--- config.mk ---
export PLATFORM = sky130hd
export DESIGN_NAME = sb_cache_arbiter
export DESIGN_NICKNAME = d
export VERILOG_FILES = /design/src/rtl/sb_cache_arbiter.sv
export SDC_FILE = /design/constraint.sdc
export NUM_CORES = 1
export LEC_CHECK = 0
export BUFFER_PORTS_ARGS = -buffer_cell sky130_fd_sc_hd__buf_2
export CAP_MARGIN = 20
export CORE_UTILIZATION = 45
export CTS_BUF_LIST = sky130_fd_sc_hd__clkbuf_16
export DETAILED_ROUTE_END_ITERATION = 8
export PLACE_DENSITY = 0.81
export SYNTH_ARGS = -nofsm -noshare
export SYNTH_HDL_FRONTEND = slang
export SYNTH_SLANG_ARGS = --single-unit
--- constraint.sdc ---
create_clock -name clk -period 2.5 [get_ports clk]
set_clock_uncertainty 0.1 [all_clocks]
set_input_delay 0.5 -clock clk [delete_from_list [all_inputs] [get_ports clk]]
set_output_delay 0.5 -clock clk [all_outputs]
set_load 0.01 [all_outputs]
--- src/rtl/sb_cache_arbiter.sv ---
// Arbitrates the single cache port between MEM-stage loads and store-buffer drains.
// Define SB_IDLE_DRAIN_EN to drain the store buffer opportunistically when no load is waiting.
`ifndef STOREBUFFER_LINE_SIZE
`define STOREBUFFER_LINE_SIZE 32
`endif

module sb_cache_arbiter #(
  parameter int unsigned ADDR_W     = `STOREBUFFER_LINE_SIZE,
  parameter int unsigned DATA_W     = `STOREBUFFER_LINE_SIZE,
  parameter int unsigned STARVE_MAX = 4
) (
  input  logic              clk,
  input  logic              rst,
  input  logic              ld_req,
  input  logic [ADDR_W-1:0] ld_addr,
  output logic              ld_done,
  input  logic              st_req,
  input  logic [2:0]        sb_count,
  input  logic [ADDR_W-1:0] sb_head_addr,
  input  logic [DATA_W-1:0] sb_head_data,
  output logic              sb_pop,
  input  logic              flush,
  output logic              flush_done,
  output logic              cache_req,
  output logic              cache_we,
  output logic [ADDR_W-1:0] cache_addr,
  output logic [DATA_W-1:0] cache_wdata,
  input  logic              cache_ready,
  output logic              stall
);

  localparam int unsigned CNT_W      = 3;
  localparam logic [CNT_W-1:0] SB_FULL    = CNT_W'(4);
  localparam logic [CNT_W-1:0] STARVE_LIM = CNT_W'(STARVE_MAX);

  typedef enum logic [1:0] {
    IDLE  = 2'd0,
    LOAD  = 2'd1,
    DRAIN = 2'd2
  } state_t;

  state_t           state;
  state_t           state_nxt;
  logic [CNT_W-1:0] starve_cnt;
  logic [CNT_W-1:0] starve_nxt;
  logic             flush_pending;
  logic             flush_pending_nxt;
  logic             sb_busy;
  logic             drain_due;

  assign sb_busy   = (sb_count != '0);
  assign drain_due = sb_busy && ((sb_count == SB_FULL) || flush_pending || (starve_cnt == STARVE_LIM));
  assign cache_req = (state != IDLE);

  // Next-state and handshake pulses; pulses are suppressed while reset is held.
  always_comb begin
    state_nxt  = state;
    ld_done    = 1'b0;
    sb_pop     = 1'b0;
    flush_done = 1'b0;
    unique case (state)
      IDLE: begin
        flush_done = flush_pending && !sb_busy;
        if (drain_due) begin
          state_nxt = DRAIN;
        end else if (ld_req) begin
          state_nxt = LOAD;
`ifdef SB_IDLE_DRAIN_EN
        end else if (sb_busy) begin
          state_nxt = DRAIN;
`endif
        end
      end
      LOAD: begin
        ld_done = cache_ready;
        if (cache_ready) state_nxt = IDLE;
      end
      DRAIN: begin
        sb_pop = cache_ready;
        if (cache_ready) state_nxt = IDLE;
      end
      default: state_nxt = IDLE;
    endcase
    if (rst) begin
      ld_done    = 1'b0;
      sb_pop     = 1'b0;
      flush_done = 1'b0;
    end
  end

  always_comb begin
    stall = 1'b0;
    if (!rst) begin
      stall = (ld_req && !ld_done) || flush_pending ||
              (st_req && (sb_count == SB_FULL) && !sb_pop);
    end
  end

  // Starvation counter saturates so a continuous load stream cannot block stores forever.
  always_comb begin
    starve_nxt = starve_cnt;
    if (sb_pop || !sb_busy) begin
      starve_nxt = '0;
    end else if (ld_done && (starve_cnt != STARVE_LIM)) begin
      starve_nxt = starve_cnt + CNT_W'(1);
    end
  end

  // A fence arriving while one is already outstanding merges into it.
  always_comb begin
    flush_pending_nxt = flush_pending;
    if (flush_done) begin
      flush_pending_nxt = 1'b0;
    end else if (flush) begin
      flush_pending_nxt = 1'b1;
    end
  end

  always_ff @(posedge clk) begin
    if (rst) begin
      state         <= IDLE;
      starve_cnt    <= '0;
      flush_pending <= 1'b0;
      cache_we      <= 1'b0;
      cache_addr    <= '0;
      cache_wdata   <= '0;
    end else begin
      state         <= state_nxt;
      starve_cnt    <= starve_nxt;
      flush_pending <= flush_pending_nxt;
      if (state == IDLE && state_nxt == LOAD) begin
        cache_addr <= ld_addr;
        cache_we   <= 1'b0;
      end
      if (state == IDLE && state_nxt == DRAIN) begin
        cache_addr  <= sb_head_addr;
        cache_wdata <= sb_head_data;
        cache_we    <= 1'b1;
      end
    end
  end

endmodule

Yosys cells after proc, flatten, opt, wreduce, memory -nomap -nowiden
Index checks and enable logic that the tools add are counted.
{ "op_classes": {"n_addsub": 1, "multipliers": 0, "div_mod_pow": 0, "magnitude_cmp": 0, "n_eq_ne": 7, "shift": 0, "n_mux": 15, "bitwise_logic": 0, "n_reduce_logical": 23} }
{ "op_table": {"columns": ["op", "n"], "rows": [
  ["two-way mux 32 bit", 2],
  ["two-way mux 1 bit", 9],
  ["logical AND 1 bit", 8],
  ["equality test 3 bit (second input constant)", 2],
  ["two-way mux 2 bit", 3],
  ["OR reduction 2 bit", 3],
  ["logical OR 1 bit", 5],
  ["equality test 2 x 1 -> 1 bit (second input constant)", 2],
  ["equality test 2 bit (second input constant)", 2],
  ["case mux 2 bit (2 select lines)", 1],
  ["nonzero test 2 bit", 2],
  ["adder 3 x 1 -> 3 bit (second input constant)", 1],
  ["zero test 1 bit", 3],
  ["inequality test 3 bit (second input constant)", 1],
  ["nonzero test 3 bit", 1],
  ["zero test 2 bit", 1]
]} }
{ "totals": {"register_bits": 71, "latch_bits": 0, "ramBits": 0, "romBits": 0, "in_bits": 105, "word_cells": 52, "mem_count": 0} }

Logic depth before layout (Yosys ltp)
{ "depth": {"word_depth": 10, "depth_mapped": 9} }

Least setup slack after synthesis
OpenSTA, ideal clock, no wires.
{ "synth_path": {"kind": "input -> register", "from": "input port sb_count[1]", "to": "register cache_addr[30]", "setup_ps": 72, "arrival_time_ps": 2042, "required_ps": 2328, "path_slack_ps": 286, "path_stages": 7, "cell_sequence": "or4b_4 > o31ai_4 > a22o_4 > buf_6 > mux2i_4 > buf_6 > a2bb2oi_1"} }
{ "synth_between": {"elab_chain_cells": 9, "word_cells_on_any_way": 13, "cone_classes": "eq/ne: 3; mux: 3; reduce/logical: 7"} }
{ "synth_lines": {"columns": ["element", "line_no", "rtl"], "rows": [
  ["from (decl)", "18", "input logic [2:0] sb_count,"],
  ["equality test 3 bit", "52", "assign drain_due = sb_busy && ((sb_count == SB_FULL) || flush_pending || (starve_cnt == STARVE_LIM));"],
  ["logical OR 1 bit (2 in series)", "52", null],
  ["logical AND 1 bit (*)", "52", null],
  ["two-way mux 2 bit (*)", "64", "if (drain_due) begin"],
  ["case mux 2 bit (2 select lines) (*)", "61", "unique case (state)"],
  ["equality test 2 bit / equality test 2 x 1 -> 1 bit (equally long branches)", "135, 131", null],
  ["logical AND 1 bit (on tied branches)", "135, 131", null],
  ["two-way mux 32 bit / nonzero test 2 bit (equally long branches)", null, null],
  ["to (signal assigned)", "132", "cache_addr <= ld_addr;"],
  ["to (signal assigned)", "136", "cache_addr <= sb_head_addr;"],
  ["to (decl)", "26", "output logic [ADDR_W-1:0] cache_addr,"]
]} }
Mark *: on every way between the ends. The rest lies on a longest branch, timed or not.
A chain may end at the register's enable or synchronous reset.

Final worst setup path
{ "layout_path": {"from": "register state[1]", "to": "register cache_wdata[26]"} }
{ "layout_between": {"elab_chain_cells": 5, "word_cells_on_any_way": 10, "cone_classes": "eq/ne: 3; mux: 4; reduce/logical: 3"} }
{ "layout_lines": {"columns": ["element", "line_no", "rtl"], "rows": [
  ["from (decl)", "42", "state_t state;"],
  ["from (signal assigned)", "128", "state <= state_nxt;"],
  ["equality test 2 bit (tied with other cells)", "61", null],
  ["OR reduction 2 bit (no source line) / two-way mux 2 bit (equally long branches)", null, null],
  ["case mux 2 bit (2 select lines)", "61", null],
  ["equality test 2 bit", "135", "if (state == IDLE && state_nxt == DRAIN) begin"],
  ["logical AND 1 bit (*)", "135", null],
  ["to (signal assigned)", "137", "cache_wdata <= sb_head_data;"],
  ["to (decl)", "27", "output logic [DATA_W-1:0] cache_wdata,"]
]} }
Marks and branches as above.

==> impl_results.md <==
* Status: finished clean
* Worst Setup Start Kind: flip-flop
* Worst R2R Setup Slack at 0.12 ns
* Hold buffer count at cts at 0
* Clock Latency Late Sink at 0.32 ns
* Worst setup path class: reg -> reg
* Final setup vio count at 0
* Worst Path Arrival at 2.52 ns
* Gr ovfl total at 0
* Nets at 627
* Post-synth top area share at 0.4356
* CP max FO at 31
* Resized cells post-CTS at 0
* Slew Limit Fails at 0
* Post-CTS Setup Bufs at 0
* DR iter-0 viols at 154
* Drt drc at 0
* Synth Cell Area at 0.003263 mm^2
* LEAKAGE at 2.143 nW
* Post-DRT Antenna Nets at 0
* IO Pins at 175
* Post-synth top cells: dfxtp_1, nand2_1, o21ai_0
* Row count at 30
* Syn_area_per_cell at 9.323 um^2
* Clock Root Buffer: clkbuf_16
* First-pass GRT wire length at 13.43 mm
* Mapped Nets at 461
* CP startpoint: state[1]
* Max Buffers Root-to-Sink at 2
* Async set-reset flop share out of synthesis at 0
* Share of cells above drive strength 1 at 0.3992
* Die Area at 0.007596 mm^2
* Fmax at 419.9 MHz
* Total power draw at 0.003827 W
* Worst-margin pin slew at 0.5938 ns
* Cell variety after synth at 36
* Vias per cell at 5.306
* Post-layout util at 0.6543
* Initial Util at 0.4725
* Most common cell in the synthesized netlist: dfxtp_1
* Final hold slack at 0.3227 ns
* Launching point of the worst reg2reg path: state[1]
* CTS clk-pin slew, worst paths at 0.06 ns
* Seq cells post-synth at 71
* CTS tree: yes
* Seq/Total Area, Yosys at 0.4356
* Die width at 87.16 um
* Die Ht at 87.16 um
* Cell accounting for the most synthesized area: dfxtp_1
* GR Util All Layers at 0.2248
* FF-to-FF path depth at 8
* Type of the most critical hold path: in -> reg
* Routability Congestion at 0.8374
* Vias in the first global route at 3074
* Post-route setup TNS at 0 ns
* Count of input and output buffers at 174
* Initial antenna violation count at 0
* WHS Path Cells at 3
* Final hold violations at 0
* Area growth, synth to finish at 38.50%
* Crit path capture type: flip-flop
* Htree depth at 3
* Core ar. at 0.006907 mm^2
* Largest net degree at the start of global routing at 67
* Diodes inserted at 0
* Power per Cell Area at 846.8 mW/mm^2
* Fin cells at 617
* Clock sink total at 71
* Max VDD drop at 0.5658 mV
* Area contributors post-synth: dfxtp_1, mux2i_1, a2bb2oi_1, nand2_1, o211ai_1
* Post-Syn Instances at 350
* Max Cap Viol at 0
* Routed WL at 8.561 mm
* Num CTS Buffers at 9
* Final min period at 2.381 ns
* Drt wl/cell at 13.88 um
* First-pass iteration count of the detailed router at 5
* Yosys Warn Count at 0
* DP Wirelength at 6.210 mm
* RSZ-0062 raised after global routing: false
* Worst EP required at 2.64 ns
* Slew headroom at 0.6041
* EDFF count, synth at 0
* Hold_sp: sb_head_data[9]
* Main flop type after synthesis: dfxtp_1
* Placed Cells at 601
* Vias at 3274
* Post-route clock period utilization at 0.9526
-- report_power, final --
part	internal, W	switching [W]	total (W)	leakage [nW]
clock	0.000865	0.000458	0.00132	0.154
combinational	0.000520	0.000558	0.00108	1.40
sequential	0.00133	0.000100	0.00143	0.584
total	0.00271	0.00112	0.00383	2.14
-- path summary, 6_finish.rpt --
check                                  endpoint
worst max-delay path            cache_wdata[26]
worst min-delay path             cache_wdata[9]
worst max register to register  cache_wdata[26]
worst min register to register   cache_wdata[5]
-- state kept, by name, indices dropped and copies added, names as in the netlist --
signal         count
state              2
cache_wdata       32
flush_pending      1
cache_we           1
cache_addr        32
starve_cnt         3
-- placed cells by master, fill, tap and decap left out, types with 7 or more instances in the layout --
cell	instances
clkbuf_16	9
nand2_1	66
buf_2	174
a2bb2oi_1	33
nor2_1	7
o211ai_1	33
mux2i_1	33
o21ai_0	34
buf_4	9
inv_1	8
dfxtp_1	71
-- metrics by stage --
step / worst slack (ns) / instance area [um^2]
after global routing: 0.008759 / 4519
after floorplan: 0.2864 / 3263
after detailed placement: 0.08510 / 4205
final: 0.1186 / 4519
after CTS: 0.08995 / 4519
after global placement: 0.1718 / 4205
-- critical path, stage by stage, from the launching register on --
cell and delay (ns):
dfxtp_1 0.38, inv_1 0.09, ha_1 0.28, nand2b_1 0.10, a21o_1 0.24, a211o_1 0.40
nor2_4 0.19, buf_12 0.26, mux2i_1 0.24
-- cell type report --
| class | count | area, um^2 |
|---|---|---|
| Fill cell | 589 | 2387 |
| Multi-Input combinational cell | 241 | 1655 |
| Sequential cell | 71 | 1421 |
| Timing Repair Buffer | 185 | 978.4 |
| Clock buffer | 9 | 225.2 |
| Tap cell | 96 | 120.1 |
| Clock inverter | 7 | 88.84 |
| Inverter | 8 | 30.03 |
-- cell families (layout without fill, tap and decap cells) --
group	count (synthesis)	in the layout	synth area share
AO/OA/AOI/OAI	111	111	0.2508
AND/OR/NAND/NOR	88	88	0.1181
flip-flops	71	71	0.4356
buffers and inverters	38	209	0.05905
multiplexers	34	34	0.1081
adder cells (fa/ha/maj)	6	6	0.02301
XOR/XNOR	2	2	0.005369
-- routing by layer --
layer  vias up  GRT usage  wire length (um)
li1       1590          -                 -
met1      1491     0.2439              3517
met2       178     0.4030              4099
met3        15    0.07299               822
met4         0    0.09240               121
met5         -          0                 0
No activity file was read; power rests on OpenSTA's default activity.
